<file path="src/rtl/cnn1d_pkg.sv">
// Shared types and defaults for the 1-D CNN datapath blocks.
package cnn1d_pkg;
  localparam int DATA_WIDTH      = 8;
  localparam int KERNEL_SIZE_DEF = 3;
  localparam int STRIDE_DEF      = 1;

  typedef enum logic {
    FILL,
    RUN
  } WINDOW_FSM_T;
endpackage

</file>
<file path="src/rtl/conv1d_window_if.sv">
// Sample-in / window-out stream bundle; slave is the window block, master its environment.
interface conv1d_window_if
  import cnn1d_pkg::*;
#(
  parameter int KERNEL_SIZE = KERNEL_SIZE_DEF
) ();
  logic [DATA_WIDTH-1:0]                   in_data;
  logic                                    in_valid;
  logic                                    in_last;
  logic                                    in_ready;
  logic [0:KERNEL_SIZE-1][DATA_WIDTH-1:0]  out_win;
  logic                                    out_valid;
  logic                                    out_last;
  logic                                    out_ready;

  modport master (
    output in_data, in_valid, in_last, out_ready,
    input  in_ready, out_win, out_valid, out_last
  );

  modport slave (
    input  in_data, in_valid, in_last, out_ready,
    output in_ready, out_win, out_valid, out_last
  );
endinterface

</file>
<file path="src/rtl/conv1d_window_outreg.sv">
// Single-entry held output register with valid/ready; a load in the consume cycle wins.
module conv1d_window_outreg #(
  parameter int WIDTH = 24
) (
  input  logic             clk,
  input  logic             rst,
  input  logic             i_load,
  input  logic [WIDTH-1:0] i_data,
  input  logic             i_last,
  input  logic             i_ready,
  output logic [WIDTH-1:0] o_data,
  output logic             o_valid,
  output logic             o_last
);
  logic [WIDTH-1:0] r_data;
  logic             r_valid;
  logic             r_last;

  always_ff @(posedge clk or negedge rst) begin
    if (!rst) begin
      r_data  <= '0;
      r_valid <= 1'b0;
      r_last  <= 1'b0;
    end else if (i_load) begin
      r_data  <= i_data;
      r_last  <= i_last;
      r_valid <= 1'b1;
    end else if (r_valid && i_ready) begin
      r_valid <= 1'b0;
    end
  end

  assign o_data  = r_data;
  assign o_valid = r_valid;
  assign o_last  = r_last;
endmodule

</file>
<file path="src/rtl/conv1d_window.sv">
// Sliding-window former: serial samples in, KERNEL_SIZE-wide windows out every STRIDE samples.
// Optional causal zero padding is enabled with `define CONV1D_WINDOW_CAUSAL_PAD_EN.
module conv1d_window
  import cnn1d_pkg::*;
#(
  parameter int KERNEL_SIZE = KERNEL_SIZE_DEF,
  parameter int STRIDE      = STRIDE_DEF
) (
  input  logic             clk,
  input  logic             rst,
  conv1d_window_if.slave   bus,
  output logic             short_frame
);
  localparam int FW = $clog2(KERNEL_SIZE + 1);
  localparam int SW = (STRIDE > 1) ? $clog2(STRIDE) : 1;
  localparam logic [FW-1:0] FILL_K     = FW'(KERNEL_SIZE);
  localparam logic [SW-1:0] STRIDE_MAX = SW'(STRIDE - 1);
`ifdef CONV1D_WINDOW_CAUSAL_PAD_EN
  localparam logic [FW-1:0] FILL_INIT  = FW'(KERNEL_SIZE - 1);
`else
  localparam logic [FW-1:0] FILL_INIT  = '0;
`endif

  WINDOW_FSM_T                            r_state, w_state_next;
  logic [0:KERNEL_SIZE-1][DATA_WIDTH-1:0] r_win, w_win_next, w_win_shift;
  logic [FW-1:0]                          r_fill, w_fill_next, w_fill_inc;
  logic [SW-1:0]                          r_stride, w_stride_next, w_stride_inc;
  logic                                   r_short, w_short_next;
  logic                                   w_load;
  logic                                   w_accept;
  logic                                   w_in_ready;
  logic                                   w_out_valid;
  logic [KERNEL_SIZE*DATA_WIDTH-1:0]      w_out_win;

  assign w_in_ready = !w_out_valid || bus.out_ready;
  assign w_accept   = bus.in_valid && w_in_ready;

  generate
    for (genvar gi = 0; gi < KERNEL_SIZE - 1; gi++) begin : g_shift
      assign w_win_shift[gi] = r_win[gi+1];
    end
  endgenerate
  assign w_win_shift[KERNEL_SIZE-1] = bus.in_data;

  assign w_fill_inc   = r_fill + 1'b1;
  assign w_stride_inc = (r_stride == STRIDE_MAX) ? '0 : r_stride + 1'b1;

  always_ff @(posedge clk or negedge rst) begin
    if (!rst) begin
      r_state  <= FILL;
      r_win    <= '0;
      r_fill   <= FILL_INIT;
      r_stride <= '0;
      r_short  <= 1'b0;
    end else begin
      r_state  <= w_state_next;
      r_win    <= w_win_next;
      r_fill   <= w_fill_next;
      r_stride <= w_stride_next;
      r_short  <= w_short_next;
    end
  end

  always_comb begin
    w_state_next  = r_state;
    w_win_next    = r_win;
    w_fill_next   = r_fill;
    w_stride_next = r_stride;
    w_short_next  = 1'b0;
    w_load        = 1'b0;
    if (w_accept) begin
      w_win_next = w_win_shift;
      case (r_state)
        FILL: begin
          w_fill_next = w_fill_inc;
          if (w_fill_inc == FILL_K) begin
            w_load        = 1'b1;
            w_state_next  = RUN;
            w_stride_next = '0;
          end
        end
        RUN: begin
          w_stride_next = w_stride_inc;
          w_load        = (w_stride_inc == '0);
        end
        default: w_state_next = FILL;
      endcase
      // Frame end: restart filling; the emitted window (if any) already took the shifted data.
      if (bus.in_last) begin
        w_fill_next   = FILL_INIT;
        w_stride_next = '0;
        w_state_next  = FILL;
`ifdef CONV1D_WINDOW_CAUSAL_PAD_EN
        w_win_next    = '0;
`else
        w_short_next  = (r_state == FILL) && !w_load;
`endif
      end
    end
  end

  conv1d_window_outreg #(
    .WIDTH (KERNEL_SIZE * DATA_WIDTH)
  ) u_outreg (
    .clk     (clk),
    .rst     (rst),
    .i_load  (w_load),
    .i_data  (w_win_shift),
    .i_last  (bus.in_last),
    .i_ready (bus.out_ready),
    .o_data  (w_out_win),
    .o_valid (w_out_valid),
    .o_last  (bus.out_last)
  );

  assign bus.out_win   = w_out_win;
  assign bus.out_valid = w_out_valid;
  assign bus.in_ready  = w_in_ready;
  assign short_frame   = r_short;
endmodule

</file>
<file path="src/flat_wrapper.sv">
// flat-port wrapper written by rule: the top's interface ports become plain ports
module conv1d_window_flat import cnn1d_pkg::*;
#(
  parameter int KERNEL_SIZE = KERNEL_SIZE_DEF,
  parameter int STRIDE      = STRIDE_DEF
)
  (clk, rst, short_frame, bus_in_data, bus_in_valid, bus_in_last, bus_out_ready, bus_in_ready, bus_out_win, bus_out_valid, bus_out_last);
  conv1d_window_if #(.KERNEL_SIZE(KERNEL_SIZE)) bus_i ();
  input  logic clk;
  input  logic rst;
  output logic short_frame;
  input wire logic [$bits(bus_i.in_data)-1:0] bus_in_data;
  input wire logic [$bits(bus_i.in_valid)-1:0] bus_in_valid;
  input wire logic [$bits(bus_i.in_last)-1:0] bus_in_last;
  input wire logic [$bits(bus_i.out_ready)-1:0] bus_out_ready;
  output wire logic [$bits(bus_i.in_ready)-1:0] bus_in_ready;
  output wire logic [$bits(bus_i.out_win)-1:0] bus_out_win;
  output wire logic [$bits(bus_i.out_valid)-1:0] bus_out_valid;
  output wire logic [$bits(bus_i.out_last)-1:0] bus_out_last;
  assign bus_i.in_data = bus_in_data;
  assign bus_i.in_valid = bus_in_valid;
  assign bus_i.in_last = bus_in_last;
  assign bus_i.out_ready = bus_out_ready;
  assign bus_in_ready = bus_i.in_ready;
  assign bus_out_win = bus_i.out_win;
  assign bus_out_valid = bus_i.out_valid;
  assign bus_out_last = bus_i.out_last;
  conv1d_window #(.KERNEL_SIZE(KERNEL_SIZE), .STRIDE(STRIDE)) u_core (.clk(clk), .rst(rst), .bus(bus_i), .short_frame(short_frame));
endmodule
</file>
<file path="config.mk">
export PLATFORM = sky130hd
export DESIGN_NAME = conv1d_window_flat
export DESIGN_NICKNAME = d
export VERILOG_FILES = /design/src/rtl/cnn1d_pkg.sv /design/src/rtl/conv1d_window_if.sv /design/src/rtl/conv1d_window_outreg.sv /design/src/rtl/conv1d_window.sv /design/src/flat_wrapper.sv
export SDC_FILE = /design/constraint.sdc
export NUM_CORES = 1
export LEC_CHECK = 0
export ABC_AREA = 1
export BUFFER_PORTS_ARGS = -buffer_cell sky130_fd_sc_hd__clkbuf_2
export CORE_MARGIN = 1
export CORE_UTILIZATION = 56
export CTS_BUF_LIST = sky130_fd_sc_hd__clkbuf_4
export DETAILED_ROUTE_END_ITERATION = 10
export PLACE_DENSITY = 0.91
export SETUP_SLACK_MARGIN = 0.3
export SKIP_CTS_REPAIR_TIMING = 1
export SYNTH_ARGS = -nofsm -noshare
export SYNTH_HDL_FRONTEND = slang
export SYNTH_SLANG_ARGS = --single-unit
</file>
<file path="constraint.sdc">
create_clock -name clk -period 1.3 [get_ports clk]
set_input_delay 0.195 -clock clk [delete_from_list [all_inputs] [get_ports clk]]
set_output_delay 0.195 -clock clk [all_outputs]
set_load 0.1 [all_outputs]
</file>
Yosys cells after proc, flatten, opt, wreduce, memory -nomap -nowiden
Index checks and enable logic that the tools add are counted.

storage, ports and cells
  input bits = 13
  output and inout port bits = 28
  word-level logic and storage cells = 41
  register bits after elaboration = 47

cells by class
  muxes and demuxes = 16
  add/sub/neg operators = 2
  bitwise logic cells = 2
  reductions and logical operators = 9
  equality and inequality tests = 3

operators by type and width
  operator               number
  $mux W1                12
  $mux W2                2
  $pmux W1 S2            2
  $reduce_and A2 Y1      2
  $logic_and A1 B1 Y1    3
  $ne A3 B2 Y1 const B   1
  $add A2 B1 Y2 const B  1
  $eq A2 B2 Y1 const B   1
  $logic_not A1 Y1       2
  $ne A2 B2 Y1 const B   1
  $not A1 Y1             2
  $reduce_bool A2 Y1     1
  $add A1 B1 Y1 const B  1
  $logic_or A1 B1 Y1     1

Logic depth before layout (Yosys ltp)
  word-level depth = 9
  mapped depth = 8
  depth with buffers taken out = 7

Modules after synthesis
Synthesis repeated with hierarchy kept, for this count alone.

second synthesis, totals
  cell total of the unflattened synthesis = 207
  area, all modules = 1903.1 um2

modules (own cells, without submodules)
  module                instances  sequential area each (um2)  cells an instance  area an instance (um2)
  conv1d_window_outreg  1          650.6                       110                1023.5
  conv1d_window         1          500.5                       97                 879.6

Worst setup path after synthesis
Ideal clock, no wire load.

  path type = register to register
  start = register u_core.u_outreg.r_valid (netlist: u_core.u_outreg.o_valid)
  end = register u_core.r_fill[1]
  stages on the path, launching flop included = 6
  library setup time = 118 ps
  arrival time = 1594 ps
  path buffers = 2
  data required time = 1182 ps
  period minus slack after synthesis = 1712 ps
  setup slack = -412 ps
  cell sequence = dfrtp_1 -> nand2_4 -> buf_6 -> buf_6 -> nand4_1 -> nand2_1

on the way
  word-level cells in the longest chain between the ends = 4

ends and longest elaborated chain
  item                         line                        text
  start, declared              conv1d_window_outreg.sv:16  logic r_valid;
  start signal, assigned       conv1d_window_outreg.sv:22  r_valid <= 1'b0;
  start signal, assigned       conv1d_window_outreg.sv:27  r_valid <= 1'b1;
  start signal, assigned       conv1d_window_outreg.sv:29  r_valid <= 1'b0;
  $logic_not A1 Y1             conv1d_window.sv:35         assign w_in_ready = !w_out_valid || bus.out_ready;
  $logic_or A1 B1 Y1           conv1d_window.sv:35
  named net bus_in_ready       flat_wrapper.sv:16          output wire logic [$bits(bus_i.in_ready)-1:0] bus_in_ready;
  $logic_and A1 B1 Y1          conv1d_window.sv:36         assign w_accept = bus.in_valid && w_in_ready;
  $reduce_and A2 Y1 (no line)  -
  end signal, assigned         conv1d_window.sv:58         r_fill <= w_fill_next;
  end, declared                conv1d_window.sv:26         logic [FW-1:0] r_fill, w_fill_next, w_fill_inc;

The timed path passes the listed nets, and every way through them passes these cells.
A chain may end at the register's enable or synchronous reset.

Worst setup path after layout
  start = register u_core.u_outreg.r_valid (netlist: u_core.u_outreg.o_valid)
  end = output bus_in_ready

on the way
  word-level cells in the longest chain between the ends = 2

ends and longest elaborated chain
  item                line
  $logic_not A1 Y1    conv1d_window.sv:35
  $logic_or A1 B1 Y1  conv1d_window.sv:35
  end, declared       flat_wrapper.sv:16

No other way between the ends.

==> results.py <==
metrics = {
    "sta": {
        "rsz0062_at_grt": "yes",
        "skew_ns": 0.0117,
        "max_clock_freq_mhz": 708,
        "fin_crit_ns": 1.41,
        "setup_ws_ns": -0.112,
        "drv_slew": 0,
        "fin_crit_sh": 1.09,
        "final-setup-viol-count": 21,
        "max_slew.worst_pin.slew_ns": 0.498,
        "slew_headroom": 0.668,
        "hold_viol": 0,
    },
    "global_route": {
        "grt_pass1_wl_um": 6860,
        "grt_max_degree": 32,
        "grt_pass1_vias": 1496,
        "grt_use_total": 0.253,
        "antenna_found_initial": 0,
        "grt_overflow": 0,
    },
    "synthesis": {
        "ys_top_cells_by_count": "nand2_1, dfrtp_1, nand4_1, nand3_1, buf_6",
        "synthTopCellsByArea": "dfrtp_1, nand2_1, nand4_1",
        "synth-edff-count": 0,
        "syn_nets": 223,
        "yosysTopAreaCell": "dfrtp_1",
        "ys_types": 16,
        "synth_most_common_cell": "nand2_1",
        "yosysTopAreaCellShare": 0.580,
        "ys_ff_latch": 46,
        "async_flop_share": 1.00,
        "synth_ff_type": "dfrtp_1",
        "ys_seq_area_frac": 0.580,
        "synthCells": 209,
        "synthesis.area_mm2": 0.00198,
        "yosys_warnings": 0,
        "synth.avg_cell_area_um2": 9.49,
    },
    "floorplan": {
        "die_height_um": 61.5,
        "start_util": 0.590,
        "ioPinCount": 41,
        "die_x_um": 61.5,
        "fp-row-count": 21,
        "core_area_mm2": 0.00336,
        "die_area_mm2": 0.00378,
    },
    "setup_path": {
        "crit_type": "reg -> out",
        "crit_path_cell_trace": "nand2_8 > buf_12",
        "crit_path_top_delay_cell": "dfrtp_4",
        "slowest_delay_ns": 0.54,
        "start_kind": "flop",
        "cp.required_ns": 1.11,
        "end_kind": "output pin",
        "cp_data_arrival_time_ns": 1.22,
        "cp_max_fo": 5,
    },
    "routing": {
        "wl_per_cell_um": 21.8,
        "drtPass1Iterations": 5,
        "drt_wl_total_um": 6860,
        "num_vias": 2017,
        "drtAntennaViolNets": 0,
        "viasPerCell": 6.40,
        "drtIter0Drc": 187,
        "drc": 0,
    },
    "place": {
        "post-dp-hpwl_um": 2940,
        "place_congestion": 0.824,
        "pre_cts_ws_ns": -0.119,
        "port_buffers": 40,
    },
    "clock_network": {
        "path_clk_slew_ns": 0.13,
        "cts_tree": "built",
        "clock_latency_ns": 0.39,
        "clk_path_buf_depth": 2,
        "cts_root_buf": "clkbuf_4",
        "htree_levels": 2,
        "cts_num_sinks": 46,
        "numCtsBuffers": 5,
    },
    "outcome": {
        "violations": "setup timing",
        "outcome": "finished with violations",
    },
    "run": {
        "maxCapViolCount": 0,
    },
    "finish": {
        "area_growth_pct": 54.0,
        "num-fill-cells": 118,
        "num_antenna_cells": 0,
        "drive_gt1_frac": 0.461,
        "nNetsFinal": 282,
    },
    "min_path": {
        "hp-class": "in -> reg",
    },
}
[worst max-delay path, delay by kind of cell, from the launching register on]
family                 cells  cell delay [ns]
buffers and inverters      1             0.17
AND/OR/NAND/NOR            1             0.11
flip-flops                 1             0.54
[through the flow]
| stage | cells | setup TNS [ns] | cell area, µm² | hold slack (ns) | util |
|---|---|---|---|---|---|
| 2_1_floorplan | 209 | 0 | 2090 | -0.101 | - |
| 3_3_place_gp | 287 | 0 | 2710 | 0.140 | 0.806 |
| 3_5_place_dp | 287 | -2.49 | 2710 | 0.142 | 0.806 |
| 4_1_cts | 295 | -3.38 | 2770 | -0.257 | 0.822 |
| 5_1_grt | 315 | -1.37 | 3050 | 0.0538 | 0.908 |
| 6_report | 315 | -0.884 | 3050 | 0.0423 | 0.908 |
[sequential cells by signal, summed over array words and instances (netlist names)]
| register | flops |
|---|---|
| u_core.u_outreg.o_valid | 1 |
| u_core.r_win | 16 |
| u_core.r_state | 1 |
| u_core.u_outreg.o_data | 24 |
| u_core.short_frame | 1 |
| u_core.u_outreg.o_last | 1 |
| u_core.r_fill | 2 |
[final timing paths]
| path | start | to | slack [ns] | depth (start not counted) |
|---|---|---|---|---|
| max reg2reg | u_core.r_fill[0]$_DFFE_PN0P_ | u_core.u_outreg.o_data[1]$_DFFE_PN0P_ | -0.08 | 7 |
| min | bus_in_data[7] | u_core.r_win[7]$_DFFE_PN0P_ | 0.04 | 3 |
| min in group asynchronous | rst | u_core.r_fill[0]$_DFFE_PN0P_ | 0.28 | 2 |
| max in group asynchronous | rst | u_core.u_outreg.o_data[8]$_DFFE_PN0P_ | 0.49 | 3 |
| min reg2reg | u_core.r_win[9]$_DFFE_PN0P_ | u_core.r_win[9]$_DFFE_PN0P_ | 0.51 | 2 |
| max | u_core.u_outreg.o_valid$_DFFE_PN0P_ | bus_in_ready | -0.11 | 2 |
[metal layers]
layer,track usage,up-vias,part of all wire
met5,0,-,0
met3,0.0756,59,0.11
met1,0.325,959,0.34
li1,-,821,-
met2,0.418,178,0.48
met4,0.0730,0,0.067
[placed cells by master (no fill, tap or decap), drive strengths merged]
cell / n
nand3: 21
nand2: 94
nor3: 1
dfrtp: 46
clkinv: 2
clkbuf: 20
o21ai: 1
nor2: 2
nand4: 27
inv: 5
buf: 48
ha: 1
dlygate4sd3: 1
[logic make-up after synthesis]
| kind of cell | synth area share |
|---|---|
| AO/OA/AOI/OAI | 0.00252 |
| adder cells (fa/ha/maj) | 0.00631 |
| buffers and inverters | 0.0732 |
| flip-flops | 0.580 |
| AND/OR/NAND/NOR | 0.338 |
[final cells by class]
class | instances | area (µm²) | area share
well taps | 46 | 57.6 | 0.0188
clock buffers | 6 | 45.0 | 0.0147
repair buffers | 63 | 880 | 0.288
clock inverters | 2 | 8.76 | 0.00287
inverters | 5 | 26.3 | 0.00860
multi-input cells | 147 | 850 | 0.278
flip-flops and latches | 46 | 1190 | 0.389
Power is not shown: default switching activity piles up to over one toggle a cycle in this logic, so the estimate is an artifact.
